### config.mk
export PLATFORM = sky130hd
export DESIGN_NAME = serialtx_arbiter_flat
export DESIGN_NICKNAME = d
export VERILOG_FILES = /design/src/rtl/serialtx_arbiter_if.sv /design/src/rtl/serialtx_arbiter.sv /design/src/flat_wrapper.sv
export SDC_FILE = /design/constraint.sdc
export NUM_CORES = 1
export LEC_CHECK = 0
export BUFFER_PORTS_ARGS = -buffer_cell sky130_fd_sc_hd__buf_4
export CORE_UTILIZATION = 52
export DETAILED_ROUTE_END_ITERATION = 7
export PLACE_DENSITY = 0.91
export SLEW_MARGIN = 20
export SYNTH_ARGS = -nofsm -noshare
export SYNTH_HDL_FRONTEND = slang
export SYNTH_SLANG_ARGS = --single-unit
### constraint.sdc
create_clock -name clk -period 4.39 [get_ports clk]
set_input_delay 1.0975 -clock clk [delete_from_list [all_inputs] [get_ports clk]]
set_output_delay 1.0975 -clock clk [all_outputs]
set_load 0.02 [all_outputs]
### src/rtl/serialtx_arbiter_if.sv
// serialtx_arbiter_if: requester streams and Wishbone master bundle of the UART arbiter
interface serialtx_arbiter_if #(
  parameter int NREQ = 3,
  parameter int FRAME = 8
);
  logic [NREQ-1:0] req_valid;
  logic [NREQ*FRAME-1:0] req_data;
  logic [NREQ-1:0] req_last;
  logic [NREQ-1:0] req_ready;
  logic [31:0] wb_addr;
  logic [FRAME-1:0] wb_data_w;
  logic wb_we;
  logic wb_stb;
  logic wb_cyc;
  logic wb_stall;
  logic wb_ack;
  logic [$clog2(NREQ)-1:0] grant_id;
  logic [31:0] sent_count;
  logic timeout_err;
  modport master (
    input req_valid, req_data, req_last, wb_stall, wb_ack,
    output req_ready, wb_addr, wb_data_w, wb_we, wb_stb, wb_cyc, grant_id, sent_count, timeout_err
  );
  modport slave (
    output req_valid, req_data, req_last, wb_stall, wb_ack,
    input req_ready, wb_addr, wb_data_w, wb_we, wb_stb, wb_cyc, grant_id, sent_count, timeout_err
  );
endinterface

### src/rtl/serialtx_arbiter.sv
// serialtx_arbiter: round-robin share of one Wishbone UART transmitter; SERIALTX_ARB_LOCK_EN adds packet lock
module serialtx_arbiter #(
  parameter int NREQ = 3,
  parameter int FRAME = 8,
  parameter int ACK_TIMEOUT = 16,
  parameter logic [31:0] TX_ADDR = 32'h0
) (
  input logic clk,
  input logic rst_n,
  serialtx_arbiter_if.master bus
);
  localparam int IDW = $clog2(NREQ);
  localparam int CW = $clog2(ACK_TIMEOUT);
  typedef enum logic [1:0] {IDLE, STROBE, WAIT_ACK} state_t;
  state_t state;
  logic [IDW-1:0] ptr;
  logic [IDW-1:0] win;
  logic win_ok;
  logic win_last;
  logic [FRAME-1:0] win_byte;
  logic [NREQ-1:0] elig;
  logic [CW-1:0] cnt;
`ifdef SERIALTX_ARB_LOCK_EN
  logic lock_on;
  logic [IDW-1:0] lock_id;
  assign elig = lock_on ? bus.req_valid & (NREQ'(1) << lock_id) : bus.req_valid;
`else
  logic unused_last;
  assign unused_last = win_last;
  assign elig = bus.req_valid;
`endif
  assign bus.wb_addr = TX_ADDR;
  assign bus.req_ready = (state == IDLE && win_ok) ? NREQ'(1) << win : '0;
  // pick the eligible requester closest after ptr; descending k lets the nearest one overwrite
  always_comb begin
    win = ptr;
    win_ok = 1'b0;
    for (int k = NREQ; k >= 1; k--)
      for (int j = 0; j < NREQ; j++)
        if (elig[j] && (int'(ptr) + k) % NREQ == j) begin
          win = IDW'(j);
          win_ok = 1'b1;
        end
    win_byte = '0;
    win_last = 1'b0;
    for (int j = 0; j < NREQ; j++)
      if (IDW'(j) == win) begin
        win_byte = bus.req_data[j*FRAME +: FRAME];
        win_last = bus.req_last[j];
      end
  end
  // grant, single-beat write, ack wait with timeout
  always_ff @(posedge clk or negedge rst_n)
    if (!rst_n) begin
      state <= IDLE;
      ptr <= IDW'(NREQ - 1);
      cnt <= '0;
      bus.grant_id <= '0;
      bus.wb_data_w <= '0;
      bus.wb_cyc <= 1'b0;
      bus.wb_stb <= 1'b0;
      bus.wb_we <= 1'b0;
      bus.sent_count <= '0;
      bus.timeout_err <= 1'b0;
`ifdef SERIALTX_ARB_LOCK_EN
      lock_on <= 1'b0;
      lock_id <= '0;
`endif
    end else case (state)
      IDLE: if (win_ok) begin
        state <= STROBE;
        ptr <= win;
        bus.grant_id <= win;
        bus.wb_data_w <= win_byte;
        bus.wb_cyc <= 1'b1;
        bus.wb_stb <= 1'b1;
        bus.wb_we <= 1'b1;
`ifdef SERIALTX_ARB_LOCK_EN
        lock_on <= !win_last;
        lock_id <= win;
`endif
      end
      STROBE: if (!bus.wb_stall) begin
        state <= WAIT_ACK;
        cnt <= '0;
        bus.wb_stb <= 1'b0;
        bus.wb_we <= 1'b0;
      end
      WAIT_ACK: if (bus.wb_ack) begin
        state <= IDLE;
        bus.wb_cyc <= 1'b0;
        bus.sent_count <= bus.sent_count + 32'd1;
      end else if (cnt == CW'(ACK_TIMEOUT - 1)) begin
        state <= IDLE;
        bus.wb_cyc <= 1'b0;
        bus.timeout_err <= 1'b1;
`ifdef SERIALTX_ARB_LOCK_EN
        lock_on <= 1'b0;
`endif
      end else cnt <= cnt + 1'b1;
      default: state <= IDLE;
    endcase
endmodule
### src/flat_wrapper.sv
// flat-port wrapper written by rule: the top's interface ports become plain ports
module serialtx_arbiter_flat 
#(
  parameter int NREQ = 3,
  parameter int FRAME = 8,
  parameter int ACK_TIMEOUT = 16,
  parameter logic [31:0] TX_ADDR = 32'h0
)
  (clk, rst_n, bus_req_valid, bus_req_data, bus_req_last, bus_wb_stall, bus_wb_ack, bus_req_ready, bus_wb_addr, bus_wb_data_w, bus_wb_we, bus_wb_stb, bus_wb_cyc, bus_grant_id, bus_sent_count, bus_timeout_err);
  serialtx_arbiter_if #(.NREQ(NREQ), .FRAME(FRAME)) bus_i ();
  input logic clk;
  input logic rst_n;
  input wire logic [$bits(bus_i.req_valid)-1:0] bus_req_valid;
  input wire logic [$bits(bus_i.req_data)-1:0] bus_req_data;
  input wire logic [$bits(bus_i.req_last)-1:0] bus_req_last;
  input wire logic [$bits(bus_i.wb_stall)-1:0] bus_wb_stall;
  input wire logic [$bits(bus_i.wb_ack)-1:0] bus_wb_ack;
  output wire logic [$bits(bus_i.req_ready)-1:0] bus_req_ready;
  output wire logic [$bits(bus_i.wb_addr)-1:0] bus_wb_addr;
  output wire logic [$bits(bus_i.wb_data_w)-1:0] bus_wb_data_w;
  output wire logic [$bits(bus_i.wb_we)-1:0] bus_wb_we;
  output wire logic [$bits(bus_i.wb_stb)-1:0] bus_wb_stb;
  output wire logic [$bits(bus_i.wb_cyc)-1:0] bus_wb_cyc;
  output wire logic [$bits(bus_i.grant_id)-1:0] bus_grant_id;
  output wire logic [$bits(bus_i.sent_count)-1:0] bus_sent_count;
  output wire logic [$bits(bus_i.timeout_err)-1:0] bus_timeout_err;
  assign bus_i.req_valid = bus_req_valid;
  assign bus_i.req_data = bus_req_data;
  assign bus_i.req_last = bus_req_last;
  assign bus_i.wb_stall = bus_wb_stall;
  assign bus_i.wb_ack = bus_wb_ack;
  assign bus_req_ready = bus_i.req_ready;
  assign bus_wb_addr = bus_i.wb_addr;
  assign bus_wb_data_w = bus_i.wb_data_w;
  assign bus_wb_we = bus_i.wb_we;
  assign bus_wb_stb = bus_i.wb_stb;
  assign bus_wb_cyc = bus_i.wb_cyc;
  assign bus_grant_id = bus_i.grant_id;
  assign bus_sent_count = bus_i.sent_count;
  assign bus_timeout_err = bus_i.timeout_err;
  serialtx_arbiter #(.NREQ(NREQ), .FRAME(FRAME), .ACK_TIMEOUT(ACK_TIMEOUT), .TX_ADDR(TX_ADDR)) u_core (.clk(clk), .rst_n(rst_n), .bus(bus_i));
endmodule
# [After elaboration in Yosys (flattened, before gate mapping)]
# Cells that the tools add are included.
[classes] addsub=5 n_mul=0 div_mod_pow=3 order_cmp=0 eq_ne=16 shifts=1 muxes=37 bitwise_logic=1 n_reduce_logical=25
[op_table] cell="$eq A32 B2 Y1 const B" count=3
[op_table] cell="$eq A32 B3 Y1 const B" count=3
[op_table] cell="$logic_not A32 Y1" count=3
[op_table] cell="$mod A32 B3 Y32 const B" count=3
[op_table] cell="$add A32 B1 Y32 const B" count=1
[op_table] cell="$mux W2" count=13
[op_table] cell="$mux W8" count=3
[op_table] cell="$mux W1" count=13
[op_table] cell="$mux W4" count=3
[op_table] cell="$reduce_and A3 Y1" count=4
[op_table] cell="$logic_and A1 B1 Y1" count=10
[op_table] cell="$pmux W4 S2" count=1
[op_table] cell="$add A2 B2 Y3 const B" count=2
[op_table] cell="$ne A2 B2 Y1 const B" count=3
[op_table] cell="$pmux W2 S3" count=1
[op_table] cell="$reduce_bool A2 Y1" count=3
[op_table] cell="$add A4 B1 Y4 const B" count=1
[op_table] cell="$eq A4 B4 Y1 const B" count=1
[op_table] cell="$logic_not A2 Y1" count=2
[op_table] cell="$pmux W1 S2" count=2
[op_table] cell="$reduce_and A2 Y1" count=2
[op_table] cell="$reduce_and A4 Y1" count=1
[op_table] cell="$add A2 B1 Y3 const B" count=1
[op_table] cell="$mux W3" count=1
[op_table] cell="8 further kinds" count=8
[word_totals] register_bits=53 latch_bits=0 mem_bits_rw=0 mem_bits_ro=0 in_bits=34 out_inout_bits=81 elab_cells=97 n_memories=0

# [Longest topological paths before layout]
[depth] depth_word=17 mapped_depth=8 depth_no_buf=7

# [Worst setup path after synthesis]
# No wires, ideal clock.
[synth_path] path_type="input port to output port" startpoint="in bus_req_valid[2]" endpoint="out bus_req_ready[0]" arrival_time_ps=2542 t_required_ps=3293 slack_ps=750 cell_stages=5 path_buffers=1 path_cell_list="o21a_1 a222oi_1 buf_6 nand2_4 nor3_1"
[synth_via] elab_chain_len=10 word_cells_on_any_way=20 cone_classes="1 x shift; 15 x mux; 4 x reduce/logical"
[synth_rtl] item="start: declaration" line_no="flat_wrapper.sv:13" rtl="input wire logic [$bits(bus_i.req_valid)-1:0] bus_req_valid;"
[synth_rtl] item="$logic_and A1 B1 Y1" line_no="serialtx_arbiter.sv:40" rtl="if (elig[j] && (int'(ptr) + k) % NREQ == j) begin"
[synth_rtl] item="$mux W2 / $mux W1 (equally long branches) (7 in a row)" line_no="serialtx_arbiter.sv:40"
[synth_rtl] item="$shl A1 B2 Y3 / $logic_and A1 B1 Y1 (equally long branches)" line_no="serialtx_arbiter.sv:33" rtl="assign bus.req_ready = (state == IDLE && win_ok) ? NREQ'(1) << win : '0;"
[synth_rtl] item="$mux W3 (*)" line_no="serialtx_arbiter.sv:33"
[synth_rtl] item="end: declaration" line_no="flat_wrapper.sv:18" rtl="output wire logic [$bits(bus_i.req_ready)-1:0] bus_req_ready;"
# Every way passes the cells marked *; elsewhere a longest branch is shown, timed or not.

# [Final worst setup path]
[layout_path] startpoint="reg u_core.ptr[0]" endpoint="out bus_req_ready[0]"
[layout_via] elab_chain_len=15 word_cells_on_any_way=45 cone_classes="3 x add/sub; 3 x div; 6 x eq/ne; 1 x shift; 19 x mux; 13 x reduce/logical"
[layout_rtl] item="start: declaration" line_no="serialtx_arbiter.sv:16" rtl="logic [IDW-1:0] ptr;"
[layout_rtl] item="start signal: assignment" line_no="serialtx_arbiter.sv:56" rtl="ptr <= IDW'(NREQ - 1);"
[layout_rtl] item="start signal: assignment" line_no="serialtx_arbiter.sv:72" rtl="ptr <= win;"
[layout_rtl] item="$add A2 B2 Y3" line_no="serialtx_arbiter.sv:40"
[layout_rtl] item="$mod A32 B3 Y32" line_no="serialtx_arbiter.sv:40"
[layout_rtl] item="$logic_not A32 Y1" line_no="serialtx_arbiter.sv:40"
[layout_rtl] item="$logic_and A1 B1 Y1" line_no="serialtx_arbiter.sv:40"
[layout_rtl] item="$mux W2 / $mux W1 (equally long branches) (9 in a row)" line_no="serialtx_arbiter.sv:40"
[layout_rtl] item="$shl A1 B2 Y3 / $logic_and A1 B1 Y1 (equally long branches)" line_no="serialtx_arbiter.sv:33"
[layout_rtl] item="$mux W3 (*)" line_no="serialtx_arbiter.sv:33"
# Marks and branches as above.

==> flow_summary.toml <==
[status]
status = "finished, final reports clean"

[worst_setup_path]
critPathLaunchType = "register"
critPathMostFrequentCell = "buf_4"
cpMaxStageDelayCell = "dfrtp_1"
cp_num_buf_inv = 3
critical_path_arrival_ns = 2.36
worstSetupPathType = "reg2out"
critical-path-top-delay-family = "compound AO/OA/AOI/OAI gates"
required_ns = 3.29
cp_max_fo = 11
max_stage_delay_ns = 0.40
endpoint_kind = "primary output"
path_cells = "inv_1, ha_1, o21a_1, a222oi_1, buf_4, nand2_4, nor3_1, buf_4"

[clocking]
clk_latency_ns = 0.30
clockBufferDepth = 2
holdBufCountCts = 0
cts-resized-gates = 0
cts-root-buf = "clkbuf_8"
cts.htree.levels = 2
cts.sinks = 52
cts_tree = "built"
cts.clk_slew.worst_paths_ns = 0.10
postCtsSetupBuffers = 0
cts_made_buffers = 5

[timing]
worst_slack_ns = 0.936
fin_skew_ns = 0.00463
max_freq_mhz = 289
fin_hold_ws_ns = 0.488
hold_viol_final = 0
slew_headroom_pct = 54.6
tns_ns = 0
rsz0062_at_grt = "no"
setup_viol = 0
finalMaxSlewViolations = 0
min_period_ns = 3.45
worstMarginPinSlew_ns = 0.678
finalCritPeriodShare_pct = 78.7

[synth]
synth_area_mm2 = 0.00282
yosysSeqAreaShare_pct = 46.2
synth_top_flop_cell = "dfrtp_1"
synth-edff-count = 0
async_reset_ff_share_pct = 100
synth_area_leader_cell = "dfrtp_1"
postSynthCellCount = 280
synth_area_per_cell_um2 = 10.1
synth-seq-cells = 52
netlist_top_cells_area = "dfrtp_1 (45%), buf_4 (9.1%), xnor2_1 (7.8%)"
ys_types = 44
synth_warnings = 0
yosys.area.top_type_share_pct = 45.3

[power]
seqPwrFrac_pct = 38.2
leakagePower_nw = 1.74
total_power_mw = 1.77
clkPwrFrac_pct = 16.2
intPower_mw = 1.05
p_sw_uw = 721
p_per_area_mw_per_mm2 = 514
switching_share_pct = 40.7
comb_power_share_pct = 45.5
peakVddDrop_mv = 0.412

[job]
cap_violations = 0

[layout]
final_nets = 399
area_growth_pct = 22.3
drive_gt1_share_pct = 26.2
fin_util_pct = 66.7
antenna_cells = 0

[floorplan]
ios = 115
die-area_mm2 = 0.00572
rows = 26
coreArea_mm2 = 0.00517
die_h_um = 75.6
die-width_um = 75.6
initial_core_util_pct = 54.5

[grt]
grt_use_total_pct = 21.3
grt_max_degree = 53
grt_pass1_vias = 2111
grt_pass1_wl_um = 9330
grt-ovfl-total = 0
antenna_found_initial = 0

[worst_hold_path]
hp-class = "reg2reg"

[route]
avgViaCountPerCell = 5.29
drt_iter0_drc = 94
routedWlPerCell_um = 13.4
vias = 2286
first_pass_iters = 4
drtAntennaViolNets = 0
drcViolationCount = 0
wl_um = 5810

[place]
io_buffers = 79
place_ws_ns = 1.01
place_congestion = 0.795
dp_hpwl_um = 4330
## power by group through the flow
stage          Combinational (mW)  Clock, mW  Sequential, mW
6_report                    0.807      0.287           0.678
5_1_grt                     0.893      0.312           0.690
4_1_cts                     0.806      0.294           0.678
3_5_place_dp                0.808          0           0.684
3_3_place_gp                0.782          0           0.679
2_1_floorplan               0.500          0           0.746
## state kept, by name, indices dropped and copies added (netlist names)
register and count:
u_core.bus.grant_id 1, u_core.bus.sent_count 32, u_core.bus.timeout_err 1, u_core.bus.wb_cyc 1, u_core.bus.wb_data_w 8, u_core.bus.wb_stb 1
u_core.cnt 4, u_core.ptr 2, u_core.state 2
## cell usage after synthesis, drive strengths merged, types with 4 or more instances
cell type	n
a21o	8
a31oi	9
and2	6
and3	5
and4	4
buf	36
dfrtp	51
ha	4
inv	6
nand2	13
nand2b	4
nand3	21
nand4	6
nor2	13
nor3	7
o21ai	24
xnor2	25
xor2	8
## layout make-up
cell class	instances	area, µm²
fillers	407	1720
clock buffers	6	82.6
repair buffers	82	616
clock inverters	2	13.8
inverters	6	22.5
flip-flops and latches	52	1300
multi-input cells	214	1330
well taps	70	87.6
## worst reg2reg max path: cells and delay by family (launching register included)
kind	cells	cell delay, ns
DFF	1	0.40
AOI/OAI and AO/OA	4	1.06
and+or+nand+nor	1	0.16
buffers and inverters	1	0.07
adders and majority gates	1	0.39
## cell usage in the layout (no fill, tap or decap), types with 6 or more instances in the layout
| master | instances |
|---|---|
| a31oi_1 | 9 |
| o21ai_0 | 23 |
| conb_1 | 32 |
| clkbuf_8 | 6 |
| dfrtp_1 | 51 |
| nand2_1 | 12 |
| nand3_1 | 21 |
| a21o_1 | 8 |
| nor3_1 | 7 |
| nor2_1 | 13 |
| buf_4 | 82 |
| xnor2_1 | 25 |
| and2_1 | 6 |
| inv_1 | 6 |
| xor2_1 | 8 |
## worst paths after layout
check | end | startpoint | depth (start not counted) | slack [ns]
worst min-delay path | u_core.bus.timeout_err | u_core.bus.timeout_err | 2 | 0.49
worst max register to register | u_core.bus.wb_data_w[6] | u_core.ptr[0] | 7 | 2.25
worst min register to register | u_core.bus.timeout_err | u_core.bus.timeout_err | 2 | 0.49
max in group asynchronous | u_core.bus.wb_data_w[1] | rst_n | 1 | 3.13
worst max-delay path | bus_req_ready[0] | u_core.ptr[0] | 8 | 0.94
min in group asynchronous | u_core.bus.sent_count[26] | rst_n | 1 | 0.82
## per-layer routing
layer	share of wire (%)	global-route usage (%)	wire length [µm]
met1	42	26.3	2420
met2	53	37.5	3080
met4	1.3	9.05	75
met5	0	0	0
met3	3.9	3.04	229
## logic make-up after synthesis
group | Yosys count | share of synthesized area [%]
simple gates | 87 | 17.7
compound gates | 56 | 12.3
flops | 52 | 46.2
buf+inv | 45 | 11.0
xor+xnor | 33 | 10.2
fa+ha+maj | 4 | 1.77
mux | 2 | 0.754
other cells | 1 | 0.133
## per-stage QoR
step	std cells	cell area, µm²
after floorplan	311	2940
after global placement	424	3350
after detailed placement	424	3350
after CTS	432	3450
after global routing	432	3450
final	432	3450
No activity file was read; power rests on OpenSTA's default activity.
